### src/rtl/hssi_ets_ts_buffer_pkg.sv
// Shared ETS timestamp types: field widths and the packed buffer entry.
package hssi_ets_ts_buffer_pkg;

  localparam int unsigned TS_SEC_W  = 48;
  localparam int unsigned TS_NS_W   = 32;
  localparam int unsigned TS_FNS_W  = 16;
  localparam int unsigned TS_DATA_W = TS_SEC_W + TS_NS_W + TS_FNS_W;
  localparam int unsigned TS_FP_W   = 32;

  typedef struct packed {
    logic [TS_SEC_W-1:0] sec;
    logic [TS_NS_W-1:0]  ns;
    logic [TS_FNS_W-1:0] fns;
  } ts_data_t;

  typedef struct packed {
    logic [TS_FP_W-1:0] fp;
    ts_data_t           data;
  } ts_entry_t;

  localparam int unsigned TS_ENTRY_W = $bits(ts_entry_t);

endpackage

### src/rtl/hssi_ets_ts_buf_ram.sv
// Timestamp entry storage: DEPTH x 128 simple dual-port, registered write,
// asynchronous read.
module hssi_ets_ts_buf_ram
  import hssi_ets_ts_buffer_pkg::*;
#(
  parameter  int unsigned DEPTH = 16,
  localparam int unsigned AW    = $clog2(DEPTH)
) (
  input  logic          clk,
  input  logic          wr_en,
  input  logic [AW-1:0] wr_addr,
  input  ts_entry_t     wr_entry,
  input  logic [AW-1:0] rd_addr,
  output ts_entry_t     rd_entry
);

  ts_entry_t mem [DEPTH];

  // Write port: entry lands at the clock edge.
  always_ff @(posedge clk) begin
    if (wr_en) mem[wr_addr] <= wr_entry;
  end

  assign rd_entry = mem[rd_addr];

endmodule

### src/rtl/hssi_ets_ts_buffer.sv
// Egress timestamp buffer: show-ahead FIFO between the timestamp adapter and
// an AVST sink, with sticky overflow flag and saturating drop counter.
module hssi_ets_ts_buffer
  import hssi_ets_ts_buffer_pkg::*;
#(
  parameter  int unsigned DEPTH     = 16,
  parameter  int unsigned CNT_WIDTH = 16,
  localparam int unsigned AW        = $clog2(DEPTH)
) (
  input  logic                 clk,
  input  logic                 rst_n,
  input  logic                 asi_timestamp_fp_valid,
  input  logic [TS_DATA_W-1:0] asi_timestamp_data,
  input  logic [TS_FP_W-1:0]   asi_timestamp_fp,
  output logic                 aso_ts_valid,
  input  logic                 aso_ts_ready,
  output logic [TS_DATA_W-1:0] aso_ts_data,
  output logic [TS_FP_W-1:0]   aso_ts_fp,
  input  logic                 ovf_clr,
  output logic [AW:0]          fill_level,
  output logic                 overflow,
  output logic [CNT_WIDTH-1:0] drop_cnt
);

  localparam logic [AW:0] FULL_LVL = (AW+1)'(DEPTH);

  logic [AW-1:0] wr_ptr;
  logic [AW-1:0] rd_ptr;
  logic          full;
  logic          rd_en;
  logic          wr_en;
  logic          drop;
  ts_entry_t     wr_entry;
  ts_entry_t     rd_entry;

  assign wr_entry = {asi_timestamp_fp, asi_timestamp_data};

  // Handshake decode; a full buffer still accepts when a read frees a slot.
  always_comb begin
    full  = (fill_level == FULL_LVL);
    rd_en = aso_ts_valid && aso_ts_ready;
    wr_en = asi_timestamp_fp_valid && (!full || rd_en);
    drop  = asi_timestamp_fp_valid && full && !rd_en;
  end

  hssi_ets_ts_buf_ram #(
    .DEPTH (DEPTH)
  ) u_ram (
    .clk      (clk),
    .wr_en    (wr_en),
    .wr_addr  (wr_ptr),
    .wr_entry (wr_entry),
    .rd_addr  (rd_ptr),
    .rd_entry (rd_entry)
  );

  // Pointers wrap naturally since DEPTH is a power of two.
  always_ff @(posedge clk or negedge rst_n) begin
    if (!rst_n) begin
      wr_ptr <= '0;
      rd_ptr <= '0;
    end else begin
      if (wr_en) wr_ptr <= wr_ptr + 1'b1;
      if (rd_en) rd_ptr <= rd_ptr + 1'b1;
    end
  end

  // Occupancy: +1 write only, -1 read only, unchanged otherwise.
  always_ff @(posedge clk or negedge rst_n) begin
    if (!rst_n) begin
      fill_level <= '0;
    end else begin
      case ({wr_en, rd_en})
        2'b10:   fill_level <= fill_level + 1'b1;
        2'b01:   fill_level <= fill_level - 1'b1;
        default: fill_level <= fill_level;
      endcase
    end
  end

  // Drop accounting; a drop coinciding with a clear restarts the count at 1.
  always_ff @(posedge clk or negedge rst_n) begin
    if (!rst_n) begin
      overflow <= 1'b0;
      drop_cnt <= '0;
    end else if (drop) begin
      overflow <= 1'b1;
      if (ovf_clr)             drop_cnt <= CNT_WIDTH'(1);
      else if (drop_cnt != '1) drop_cnt <= drop_cnt + 1'b1;
    end else if (ovf_clr) begin
      overflow <= 1'b0;
      drop_cnt <= '0;
    end
  end

  // Outputs are zero whenever empty, so reset also clears the data outputs.
  assign aso_ts_valid = (fill_level != '0);
  assign aso_ts_fp    = aso_ts_valid ? rd_entry.fp   : '0;
  assign aso_ts_data  = aso_ts_valid ? rd_entry.data : '0;

endmodule

### config.mk
export PLATFORM = sky130hd
export DESIGN_NAME = hssi_ets_ts_buffer
export DESIGN_NICKNAME = d
export VERILOG_FILES = /design/src/rtl/hssi_ets_ts_buffer_pkg.sv /design/src/rtl/hssi_ets_ts_buf_ram.sv /design/src/rtl/hssi_ets_ts_buffer.sv
export SDC_FILE = /design/constraint.sdc
export NUM_CORES = 2
export LEC_CHECK = 0
export BUFFER_PORTS_ARGS = -buffer_cell sky130_fd_sc_hd__buf_2
export CORE_MARGIN = 2
export CORE_UTILIZATION = 45
export CTS_BUF_LIST = sky130_fd_sc_hd__clkbuf_2 sky130_fd_sc_hd__clkbuf_4 sky130_fd_sc_hd__clkbuf_8
export DETAILED_ROUTE_END_ITERATION = 10
export GPL_TIMING_DRIVEN = 1
export SETUP_SLACK_MARGIN = 0.02
export SLEW_MARGIN = 5
export SYNTH_ARGS = -nofsm -noshare
export SYNTH_HDL_FRONTEND = slang
export SYNTH_SLANG_ARGS = --single-unit
export TNS_END_PERCENT = 20
### constraint.sdc
create_clock -name clk -period 12.4 [get_ports clk]
set_input_delay 0.62 -clock clk [delete_from_list [all_inputs] [get_ports clk]]
set_output_delay 0.62 -clock clk [all_outputs]
set_load 0.02 [all_outputs]
==> flow_summary.ini <==
[finish]
n_fill_cell = 13583
instances_no_fill = 6560
final_nets = 4128
drive_gt1_frac = 0.3327
area_growth_pct = 15.26

[detailed_routing]
drt-initial-drc-count = 3014
wl_per_cell_um = 27.97
drc = 0
vias = 37076
antenna_left = 0
wirelength_um = 183500
vias_per_cell = 5.652
first_pass_iters = 7

[clock_tree]
cts_made_buffers = 352
cts_hold_buf = 133
tritoncts = yes
cts_resized = 0
clock-sinks = 2078
htreeDepth = 5
clockBufferDepth = 4
cts-root-buf = clkbuf_8
clk_pin_slew_ns = 0.06
insertion_delay_ns = 1.03
cts_setup_buffers = 0

[grt]
grt_max_degree = 138
grt_pass1_vias = 39014
antenna_found_initial = 18
grt_pass1_wl_um = 266300
track_usage = 0.2043
overflow = 0

[power]
swShare = 0.3186
power_frac_clock = 0.276
p_switching_mw = 6.688
irDropWorstVdd_v = 0.0001855
total_leakage_power_nw = 29.69
total_power_mw = 20.99
powerDensity_nw_per_um2 = 230.1
p_seq_frac = 0.414
internal-power_mw = 14.30
p_comb_frac = 0.310

[timing]
worst_pin_slew_ns = 1.303
fin_crit_sh = 0.4704
max-slew-margin-rel = 0.1316
max_freq_ghz = 0.1715
rsz0062_at_grt = false
finalHoldViolCount = 0
post-route-worst-setup-slack_ns = 6.568
maxSlewViolCount = 0
setup_viol = 0
tns_ns = 0
fin_skew_ns = 0.04434
hold_ws_ns = 0.2122
finalCriticalPeriod_ns = 5.832

[worst_setup_path]
reg2reg_depth = 6
critPathMaxFanout = 91
crit-reg2reg-launch = fill_level[1]
crit_end = aso_ts_fp[5]
cp-startpoint = rd_ptr[0]
cp.arrival_ns = 5.21
worstPathRequired_ns = 11.78
startpoint_type = register
r2r_end = u_ram.mem[6][60]
r2r_setup_slack_ns = 7.76
worstSetupEndpointType = output port
critPathKind = register to output port

[logic_synthesis]
synthCells = 3336
ys_ff_latch = 2078
synth_flop_cell = edfxtp_1
yosys_warnings = 0
synth_edf_count = 2048
ys_seq_area_frac = 0.7863
avgSynthCellArea_um2 = 23.73
syn-cell-area_um2 = 79170
synthArstFlopShare = 0.01444
synth_top_area_frac = 0.7768
ys_types = 55
synth_nets = 3477
synthTopCellsByArea = edfxtp_1 (78%), mux4_2 (15%), mux2i_1 (3.3%)
synth_top_cell_by_area = edfxtp_1

[placement]
port-buffer-count = 283
dp_hpwl_um = 87850
place_inst = 5825
dpl_worst_slack_ns = 7.357
place.gp.congestion = 0.7320

[floorplanning]
die_h_um = 423.4
rows = 153
initial_core_util = 0.4539
die_w_um = 423.4
boundaryPins = 284
core_um2 = 174400
die_area_um2 = 179300

[hold_path]
hold_class = input port to asynchronous set/reset pin

[flow_run]
cap_violations = 0

[outcome]
status = finished clean
-- power by group through the flow --
| stage | sequential (mW) | combinational, mW | clock [mW] |
|---|---|---|---|
| 5_1_grt | 8.75 | 6.94 | 6.24 |
| 6_report | 8.70 | 6.51 | 5.79 |
| 3_5_place_dp | 8.84 | 6.65 | 0 |
| 4_1_cts | 8.70 | 6.71 | 5.94 |
| 3_3_place_gp | 8.82 | 6.65 | 0 |
| 2_1_floorplan | 8.83 | 4.59 | 0 |
-- flip-flops by register name, indices dropped and copies added, names as in the netlist --
signal	flops
u_ram.mem	2048
overflow	1
drop_cnt	16
rd_ptr	4
wr_ptr	4
fill_level	5
-- synth_stat cells, drive strengths merged, types with 3 or more instances --
cell type	instances
a21oi	11
a31oi	4
buf	109
clkbuf	74
dfrtp	30
edfxtp	2048
ha	8
inv	7
mux2i	260
mux4	512
nand2	13
nand2b	6
nand3	12
nand4	3
nor2	34
nor2b	3
nor3	6
nor4	3
o211ai	3
o21ai	11
o22ai	128
o31ai	4
or3	5
or4	4
xnor2	9
xor2	5
-- metal layers --
metal / track usage / up-vias / wire length (um)
li1: - / 15669 / -
met1: 0.2717 / 20023 / 76220
met2: 0.3487 / 1042 / 94490
met3: 0.03226 / 334 / 8259
met4: 0.06097 / 8 / 4451
met5: 0 / - / 45
-- cell families after synthesis --
kind of cell | synth area share
XOR/XNOR | 0.001549
flip-flops | 0.7863
multiplexers | 0.1788
AND/OR/NAND/NOR | 0.006923
adder cells (fa/ha/maj) | 0.001264
AO/OA/AOI/OAI | 0.01362
buffers and inverters | 0.01151
-- per-stage QoR --
step | area (um2) | utilization
global route | 91240 | 0.5232
finish | 91240 | 0.5232
CTS | 91230 | 0.5231
global placement | 83350 | 0.4779
floorplan | 79170 | -
detailed placement | 83350 | 0.4779
-- cell usage in the layout, fill, tap and decap left out, drive strengths merged, types with 12 or more instances in the layout --
| cell | count |
|---|---|
| buf | 347 |
| nand3 | 12 |
| clkbuf | 483 |
| dlygate4sd3 | 133 |
| nor2 | 34 |
| edfxtp | 2048 |
| clkinv | 100 |
| o22ai | 128 |
| mux4 | 512 |
| dfrtp | 30 |
| mux2i | 260 |
| nand2 | 13 |
-- area by class of cell --
cell class | instances | area, um2 | share of cell area
sequential | 2078 | 62260 | 0.6824
tap | 2325 | 2909 | 0.03188
inverter | 7 | 26.28 | 0.0002880
multi-input combinational | 1068 | 16130 | 0.1768
clock buffer | 483 | 5872 | 0.06435
timing repair buffer | 480 | 3353 | 0.03675
antenna | 6 | 15.01 | 0.0001646
clock inverter | 113 | 676.9 | 0.007419
-- how the worst min path moves through the flow --
stage	end	slack, ns	cells after the start	from
final	drop_cnt[14]	0.21	2	rst_n
after CTS	drop_cnt[12]	0.14	2	rst_n
after global placement	overflow	0.51	2	overflow
after global routing	drop_cnt[14]	0.23	2	rst_n
after floorplan	drop_cnt[0]	0.32	0	rst_n
after detailed placement	overflow	0.51	2	overflow
-- critical path, cell delays in order (launching register included) --
cell and delay [ns]:
dfrtp_4 1.07, buf_12 0.68, buf_4 0.93, mux4_2 0.62, mux2i_1 0.17, o22ai_1 0.28
buf_2 0.32
(Power assumes the default switching activity.)
